`config.mk`:
```
export PLATFORM = sky130hd
export DESIGN_NAME = sram_port_arbiter
export DESIGN_NICKNAME = d
export VERILOG_FILES = /design/src/rtl/sram_arb_pkg.sv /design/src/rtl/rr_arb2.sv /design/src/rtl/sram_port_arbiter.sv
export SDC_FILE = /design/constraint.sdc
export NUM_CORES = 1
export LEC_CHECK = 0
export ABC_AREA = 0
export CAP_MARGIN = 20
export CORE_AREA = 2 2 120 122
export DETAILED_ROUTE_END_ITERATION = 10
export DIE_AREA = 0 0 122 124
export DONT_BUFFER_PORTS = 1
export PLACE_DENSITY = 0.37
export SLEW_MARGIN = 0
export SYNTH_ARGS = -nofsm -noshare
export SYNTH_HDL_FRONTEND = slang
export SYNTH_SLANG_ARGS = --single-unit
```
`constraint.sdc`:
```
create_clock -name clock -period 6.7 [get_ports clock]
set_clock_uncertainty 0.15 [all_clocks]
set_input_delay 1.005 -clock clock [delete_from_list [all_inputs] [get_ports clock]]
set_output_delay 1.005 -clock clock [all_outputs]
set_load 0.05 [all_outputs]
```
`src/rtl/sram_arb_pkg.sv`:
```
// Shared types and default sizes for the SRAM port arbiter.
//   state_e : top-level sequencing state (array clear vs normal service)
//   grant_e : which requester owns the macro this cycle
package sram_arb_pkg;

    localparam int unsigned DEF_ADDR_W = 8;
    localparam int unsigned DEF_DATA_W = 64;
    localparam int unsigned DEF_MASK_W = 8;

    typedef enum logic {
        CLEAR = 1'b0,
        RUN   = 1'b1
    } state_e;

    typedef enum logic [1:0] {
        GNT_NONE = 2'd0,
        GNT_RD   = 2'd1,
        GNT_WR   = 2'd2
    } grant_e;

endpackage

```
`src/rtl/rr_arb2.sv`:
```
// Two-way round-robin arbiter with a last-grant register.
//   clock, reset_n : clock and asynchronous active-low reset
//   en             : grants are only issued while high
//   req[1:0]       : request vector, req[0] = read side, req[1] = write side
//   gnt[1:0]       : one-hot grant (all zero when disabled or idle)
// After reset the last grant is taken to be req[1], so req[0] wins the first tie.
module rr_arb2 (
    input  logic       clock,
    input  logic       reset_n,
    input  logic       en,
    input  logic [1:0] req,
    output logic [1:0] gnt
);

    // 1: the most recent grant went to req[1]
    logic last_q;

    always_comb begin
        gnt = 2'b00;
        if (en) begin
            if (req == 2'b11) begin
                gnt = last_q ? 2'b01 : 2'b10;
            end else begin
                gnt = req;
            end
        end
    end

    always_ff @(posedge clock or negedge reset_n) begin
        if (!reset_n) begin
            last_q <= 1'b1;
        end else if (gnt != 2'b00) begin
            last_q <= gnt[1];
        end
    end

endmodule

```
`src/rtl/sram_port_arbiter.sv`:
```
// Sequencer for a single-port RW0-style SRAM macro shared by one reader and one writer.
// Zero-fills the array after reset and on flush, then serves valid/ready requests with
// round-robin priority, one access per cycle, 1-cycle read latency.
//   clock, reset_n                 : clock, asynchronous active-low reset
//   flush_req, init_done           : re-zero request pulse / high when not clearing
//   rd_valid, rd_ready, rd_addr    : read request channel
//   rsp_valid, rsp_ready, rsp_data : read response channel (data straight from macro)
//   wr_valid, wr_ready, wr_addr, wr_mask, wr_data : write request channel
//   mem_addr, mem_en, mem_wmode, mem_wmask, mem_wdata, mem_rdata : macro RW0 port
module sram_port_arbiter
    import sram_arb_pkg::*;
#(
    parameter int unsigned ADDR_W = DEF_ADDR_W,
    parameter int unsigned DATA_W = DEF_DATA_W,
    parameter int unsigned MASK_W = DEF_MASK_W
) (
    input  logic              clock,
    input  logic              reset_n,
    input  logic              flush_req,
    output logic              init_done,
    input  logic              rd_valid,
    output logic              rd_ready,
    input  logic [ADDR_W-1:0] rd_addr,
    output logic              rsp_valid,
    input  logic              rsp_ready,
    output logic [DATA_W-1:0] rsp_data,
    input  logic              wr_valid,
    output logic              wr_ready,
    input  logic [ADDR_W-1:0] wr_addr,
    input  logic [MASK_W-1:0] wr_mask,
    input  logic [DATA_W-1:0] wr_data,
    output logic [ADDR_W-1:0] mem_addr,
    output logic              mem_en,
    output logic              mem_wmode,
    output logic [MASK_W-1:0] mem_wmask,
    output logic [DATA_W-1:0] mem_wdata,
    input  logic [DATA_W-1:0] mem_rdata
);

    localparam logic [ADDR_W-1:0] LAST_ADDR = {ADDR_W{1'b1}};

    state_e            state_q, state_d;
    logic [ADDR_W-1:0] clr_cnt_q, clr_cnt_d;
    logic              rsp_valid_q, rsp_valid_d;
    logic              flush_pend_q, flush_pend_d;
    logic              rsp_free;
    logic              flush_go;
    logic              arb_en;
    logic [1:0]        gnt;
    grant_e            gnt_sel;

    // The macro read path is combinational from the array, so nothing may touch it
    // while a response is waiting to be taken.
    assign rsp_free = !rsp_valid_q || rsp_ready;
    assign flush_go = (state_q == RUN) && flush_pend_q && rsp_free;
    assign arb_en   = (state_q == RUN) && !flush_pend_q && rsp_free;

    rr_arb2 u_rr_arb2 (
        .clock   (clock),
        .reset_n (reset_n),
        .en      (arb_en),
        .req     ({wr_valid, rd_valid}),
        .gnt     (gnt)
    );

    always_comb begin
        unique case (gnt)
            2'b01:   gnt_sel = GNT_RD;
            2'b10:   gnt_sel = GNT_WR;
            default: gnt_sel = GNT_NONE;
        endcase
    end

    // State register
    always_ff @(posedge clock or negedge reset_n) begin
        if (!reset_n) begin
            state_q <= CLEAR;
        end else begin
            state_q <= state_d;
        end
    end

    // Next state
    always_comb begin
        state_d = state_q;
        unique case (state_q)
            CLEAR: if (clr_cnt_q == LAST_ADDR) state_d = RUN;
            RUN:   if (flush_go) state_d = CLEAR;
        endcase
    end

    // Clear counter, flush latch and response flag
    always_comb begin
        clr_cnt_d    = clr_cnt_q;
        flush_pend_d = flush_pend_q;
        rsp_valid_d  = rsp_valid_q;
        if (state_q == CLEAR) begin
            // flush_req is ignored here; the running clear already covers it
            clr_cnt_d = (clr_cnt_q == LAST_ADDR) ? '0 : clr_cnt_q + ADDR_W'(1);
        end else begin
            if (flush_go) begin
                flush_pend_d = 1'b0;
                clr_cnt_d    = '0;
            end else if (flush_req) begin
                flush_pend_d = 1'b1;
            end
            if (gnt_sel == GNT_RD) begin
                rsp_valid_d = 1'b1;
            end else if (rsp_ready) begin
                rsp_valid_d = 1'b0;
            end
        end
    end

    always_ff @(posedge clock or negedge reset_n) begin
        if (!reset_n) begin
            clr_cnt_q    <= '0;
            flush_pend_q <= 1'b0;
            rsp_valid_q  <= 1'b0;
        end else begin
            clr_cnt_q    <= clr_cnt_d;
            flush_pend_q <= flush_pend_d;
            rsp_valid_q  <= rsp_valid_d;
        end
    end

    // Outputs
    always_comb begin
        mem_en    = 1'b0;
        mem_wmode = 1'b0;
        mem_addr  = '0;
        mem_wmask = '0;
        mem_wdata = '0;
        unique case (state_q)
            CLEAR: begin
                // Gate with reset so the macro is idle while reset is held
                mem_en    = reset_n;
                mem_wmode = 1'b1;
                mem_addr  = clr_cnt_q;
                mem_wmask = '1;
            end
            RUN: begin
                unique case (gnt_sel)
                    GNT_RD: begin
                        mem_en   = 1'b1;
                        mem_addr = rd_addr;
                    end
                    GNT_WR: begin
                        mem_en    = 1'b1;
                        mem_wmode = 1'b1;
                        mem_addr  = wr_addr;
                        mem_wmask = wr_mask;
                        mem_wdata = wr_data;
                    end
                    default: begin
                    end
                endcase
            end
        endcase
    end

    assign rd_ready  = (gnt_sel == GNT_RD);
    assign wr_ready  = (gnt_sel == GNT_WR);
    assign init_done = (state_q == RUN);
    assign rsp_valid = rsp_valid_q;
    assign rsp_data  = mem_rdata;

endmodule

```
==> results of run 1 <==
## layout make-up
cell class | count | share of cell area (%)
Clock buffer | 4 | 5.42
Inverter | 9 | 2.06
Multi-Input combinational cell | 146 | 59.4
Sequential cell | 12 | 18.5
Tap cell | 180 | 13.8
Timing Repair Buffer | 2 | 0.917
## stage by stage
step	hold WS [ns]	setup slack, ns	util [%]	instance area [µm²]
global placement	0.343	2.15	11.3	1550
detailed placement	0.374	2.11	11.3	1550
finish	0.303	2.13	11.9	1640
floorplan	0.313	2.08	-	1890
global route	0.295	1.98	11.9	1640
CTS	0.297	2.11	11.9	1640
## cell usage after synthesis, types with 2 or more instances
master	count	area, µm²
inv_1	8	30.0
a221o_1	4	40.0
a21oi_1	2	10.0
nand2_1	21	78.8
buf_2	3	15.0
ha_1	5	62.6
o22ai_1	5	31.3
nor3_1	2	10.0
a22oi_1	8	60.1
and3_1	66	413
and4_1	2	17.5
a22o_1	3	26.3
nor2_1	3	11.3
dfrtp_1	11	275
buf_4	64	480
o21ai_0	4	20.0
clkbuf_1	14	52.6
o2bb2ai_1	3	26.3
buf_1	2	7.51
## cells by family (layout without fill, tap and decap cells)
family          Yosys count  after routing  synth area share (%)
simple gates            102            102                  31.3
xor+xnor                  2              2                 0.929
fa+ha+maj                 5              5                  3.32
buf+inv                  94             15                  32.6
flops                    12             12                  16.0
compound gates           37             37                  15.9
## flip-flops by register name (all words and copies together), names as in the netlist
signal / flops
init_done: 1
u_rr_arb2.last_q: 1
flush_pend_q: 1
clr_cnt_q: 8
rsp_valid: 1
## how the worst max path moves through the flow
stage | startpoint | to | slack (ns) | cells after the start
floorplan | rsp_ready | mem_addr[0] | 2.08 | 8
CTS | rsp_ready | mem_addr[3] | 2.11 | 5
global placement | rsp_ready | mem_addr[6] | 2.15 | 5
global route | rsp_ready | mem_addr[2] | 1.98 | 5
finish | rsp_ready | mem_addr[5] | 2.13 | 5
detailed placement | rsp_ready | mem_addr[3] | 2.11 | 5
## power by group
group	switching [mW]	internal [mW]
clock	0.0354	0.0905
sequential	0.0417	0.103
combinational	0.381	0.0880
total	0.458	0.281
## layer usage
| metal | routed length (µm) | vias up | part of all wire, % |
|---|---|---|---|
| met5 | 0 | - | 0 |
| met4 | 236 | 0 | 2.7 |
| met3 | 1130 | 35 | 13 |
| met2 | 4440 | 149 | 51 |
| met1 | 2900 | 702 | 33 |
| li1 | - | 658 | - |
==> reports/metrics.cfg, run 1 <==
[cts]
clk_latency_ns=0.24
clockRootBuffer=clkbuf_16
clock_sinks=12
post_cts_resized=0
cts_made_buffers=3
hold_buffers=0
post-cts-setup-buffers=0
h-tree-depth=1
clockBufferDepth=2
path_clk_slew_ns=0.05
cts_tree=built

[die]
ioPinCount=308
rows=43
start_util_pct=13.7
core_um2=13700
design.die.area_um2=15100
fp.dieH_um=124
die_w_um=122

[global_route]
grt.overflow.total=0
grt_max_degree=92
grt_use_met2_pct=19.3
antenna_found_initial=1
grtUsageMet1_pct=10.4
grtUsageTotal_pct=10.6
grt_pass1_wl_um=11500
grt_pass1_vias=1618
busiest_layer=met2
grtUsageMet3_pct=4.81

[yosys]
synth_edf_count=0
ys_types=41
seq_area_frac_synth_pct=16.0
avgSynthCellArea_um2=7.48
ys_warn_count=0
async_reset_ff_share_pct=100
ys_ff_latch=12
syn_nets=415
synth_flop_cell=dfrtp_1
syn-cell-area_um2=1890
synthCells=252

[routing]
drt_pass1_iterations=4
viasPerCell=4.37
routed_wl_um=8700
routed-via-count=1544
ant_nets=0
drt_iter0_markers=47
wl_per_cell_um=24.6
drc_errors=0

[pwr]
power_density_nw_per_um2=452
power_mw=0.740
p_leak_nw=0.796
ir_drop_v=0.000185

[worst_setup_path]
path_cells=or2b_2 -> nand4b_1 -> ha_1 -> a22oi_1 -> o22ai_1
rr_worst_depth=4
startpoint_type=input port
crit_buf_inv=0
cp_max_fo=10
reg2reg_to=rsp_valid
r2r_slack_ns=4.11
required_ns=5.54
arrival_ns=3.42
slowest_stage=ha_1
crit_type=input port to primary output
reg2reg_from=rsp_valid
max_stage_delay_ns=0.87
critPathCaptureType=primary output
critPathTopFamily=compound AO/OA/AOI/OAI gates

[layout]
multi_input_area_um2=972
areaGrowthSynthToFinish_pct=-13.1
antenna_cells=0
fillers=1589
seqCellArea_um2=303
final_cells=353
post_route_cells_drive_above_1_share_pct=8.67
final_common_cell=and3_1
nets=337
final_cell_mix=66 x and3_1, 21 x nand2_1, 10 x dfrtp_1, 8 x inv_1, 8 x a22oi_1

[timing]
setup_viol=0
hold_viol_final=0
worst_pin_slew_ns=1.10
period_share_pct=68.3
fmax_ghz=0.219
setup_tns_ns=0
period_minus_slack_ns=4.57
grt_setup_unrepaired=no
max-slew-margin-rel_pct=26.0
slew_viol_final=0

[placement]
placed_cells=349
place_hpwl_um=7270
gp_congestion=0.705
port_buffers=0

[job]
drv_cap=0

[run_status]
outcome=complete, no violations

[worst_hold_path]
min_path_type=input port to async pin

(Power assumes the default switching activity.)
==> inputs of run 2 (changes only) <==
- clock period: 6.7 -> 4.4 ns (I/O delays scaled with it)
==> reports/metrics.cfg, run 2 (synthesized netlist as in run 1, its figures left out) <==
[pwr]
p_int_mw=0.475  ; was 0.281 mW
pwr-share-comb_pct=65.3  ; was 63.4%
pwr-share-seq_pct=18.4  ; was 19.6%
p_clk_share_pct=16.2  ; was 17.0%
power_mw=1.16  ; was 0.740 mW
power_density_nw_per_um2=669  ; was 452 nW/µm²
p_leak_nw=0.855  ; was 0.796 nW
switching_power_mw=0.688  ; was 0.458 mW
sw_frac_of_total_pct=59.2  ; was 62.0%
ir_drop_v=0.000260  ; was 0.000185 V

[die]
design.die.area_um2=15100  ; unchanged
fp.dieH_um=124  ; unchanged
start_util_pct=13.7  ; unchanged
ioPinCount=308  ; unchanged
rows=43  ; unchanged
die_w_um=122  ; unchanged
core_um2=13700  ; unchanged

[timing]
period_share_pct=87.4
setup_viol=0  ; unchanged
worst_pin_slew_ns=0.863  ; was 1.10 ns
max-slew-margin-rel_pct=42.5  ; was 26.0%
slew_viol_final=0  ; unchanged
setup_tns_ns=0  ; unchanged
grt_setup_unrepaired=no  ; unchanged
period_minus_slack_ns=3.85
fmax_ghz=0.260
hold_viol_final=0  ; unchanged

[worst_setup_path]
crit_buf_inv=1  ; was 0
path_cells=or2b_2 -> nand2_1 -> or3_1 -> ha_2 -> buf_12 -> and3_1  ; was or2b_2 -> nand4b_1 -> ha_1 -> a22oi_1 -> o22ai_1
arrival_ns=3.04  ; was 3.42 ns
reg2reg_to=clr_cnt_q[5]  ; was rsp_valid
startpoint_type=flip-flop  ; was input port
critPathTopFamily=simple AND/OR/NAND/NOR gates  ; was compound AO/OA/AOI/OAI gates
critPathCaptureType=primary output  ; unchanged
rr_worst_depth=4  ; unchanged
cp_max_fo=41  ; was 10
reg2reg_from=init_done  ; was rsp_valid
max_stage_delay_ns=0.66  ; was 0.87 ns
slowest_stage=dfrtp_1  ; was ha_1
r2r_slack_ns=2.00  ; was 4.11 ns
required_ns=3.59  ; was 5.54 ns
crit_type=flip-flop to primary output  ; was input port to primary output

[layout]
seqCellArea_um2=303  ; unchanged
fillers=1584  ; was 1,589
final_cell_mix=66 x and3_1, 21 x nand2_1, 11 x buf_4, 10 x dfrtp_1  ; was 66 x and3_1, 21 x nand2_1, 10 x dfrtp_1, 8 x inv_1, 8 x a22oi_1
final_common_cell=and3_1  ; unchanged
post_route_cells_drive_above_1_share_pct=13.6  ; was 8.67%
final_cells=365  ; was 353
largest_reg_flops=8  ; unchanged
multi_input_area_um2=972  ; unchanged
areaGrowthSynthToFinish_pct=-7.83  ; was -13.1%
nets=348  ; was 337
largest_register=clr_cnt_q  ; unchanged

[routing]
routed-via-count=1581  ; was 1,544
viasPerCell=4.33  ; was 4.37
wl_per_cell_um=23.0  ; was 24.6 µm
drt_iter0_markers=90  ; was 47
drc_errors=0  ; unchanged
routed_wl_um=8380  ; was 8700 µm
ant_nets=0  ; unchanged
drt_pass1_iterations=4  ; unchanged

[global_route]
grt_max_degree=92  ; unchanged
grt.overflow.total=0  ; unchanged
grt_pass1_vias=1647  ; was 1,618
grtUsageTotal_pct=10.3  ; was 10.6%
antenna_found_initial=2  ; was 1
grt_pass1_wl_um=11400  ; was 11,500 µm

[cts]
h-tree-depth=1  ; unchanged
clockRootBuffer=clkbuf_16  ; unchanged
clockBufferDepth=2  ; unchanged
clock_sinks=12  ; unchanged
path_clk_slew_ns=0.04  ; was 0.05 ns
cts_made_buffers=3  ; unchanged
cts_tree=built  ; unchanged
clk_latency_ns=0.24  ; about the same
post_cts_resized=0  ; unchanged

[worst_hold_path]
min_path_type=input port to async pin  ; unchanged

[placement]
placed_cells=359  ; was 349
gp_congestion=0.712  ; was 0.705
port_buffers=0  ; unchanged
place_hpwl_um=7070  ; was 7270 µm

[run_status]
outcome=complete, no violations  ; unchanged

[job]
drv_cap=0  ; unchanged

run 2: power by group through the flow:
stage | Combinational (mW) | Sequential (mW) | Clock (mW)
floorplan | 0.785 | 0.216 | 0
global placement | 0.755 | 0.213 | 0
detailed placement | 0.769 | 0.217 | 0
CTS | 0.772 | 0.215 | 0.192
global route | 0.822 | 0.227 | 0.197
finish | 0.760 | 0.215 | 0.189
run 2: worst max-delay path by stage:
stage               from       endpoint  depth (start not counted)
2_1_floorplan  init_done    mem_addr[0]                          9
3_3_place_gp   rsp_valid  mem_wdata[35]                          6
3_5_place_dp   rsp_valid  mem_wdata[35]                          6
4_1_cts        rsp_valid  mem_wdata[35]                          6
5_1_grt        rsp_valid  mem_wdata[35]                          6
6_report       rsp_valid  mem_wdata[35]                          6
run 2: area by class of cell:
cell class,count,share of cell area [%]
Sequential cell,12,17.4
Multi-Input combinational cell,146,55.9
Tap cell,180,13.0
Clock buffer,4,5.11
Antenna cell,1,0.144
Timing Repair Buffer,13,6.48
Inverter,9,1.94
run 2: stage by stage:
step | instance area (µm²) | hold slack [ns] | setup WS, ns | utilization (%)
floorplan | 1890 | 0.214 | 0.370 | -
global placement | 1640 | 0.215 | 0.870 | 11.9
detailed placement | 1640 | 0.215 | 0.784 | 11.9
CTS | 1740 | 0.110 | 0.518 | 12.6
global route | 1740 | 0.105 | 0.368 | 12.7
finish | 1740 | 0.114 | 0.553 | 12.7
run 2: worst register-to-register path, stage by stage, from the launching register on:
cell and delay (ns):
dfrtp_2 0.36, buf_4 0.67, clkinv_1 0.56, and4_1 0.30, a221o_1 0.25
run 2: repair_timing:
action | 4_1_cts | 5_1_grt
setup buffers | 0 | 0
endpoints found under the hold margin | 11 | 0
endpoints found under the setup margin | 0 | 0
hold buffers | 1 | 0
run 2: per-layer routing:
metal / GRT usage, % / vias up / share of wire [%]
met1: 11.5 / 719 / 35
li1: - / 685 / -
met2: 17.8 / 147 / 50
met5: 0 / - / 0
met4: 3.88 / 0 / 2.2
met3: 3.80 / 30 / 13
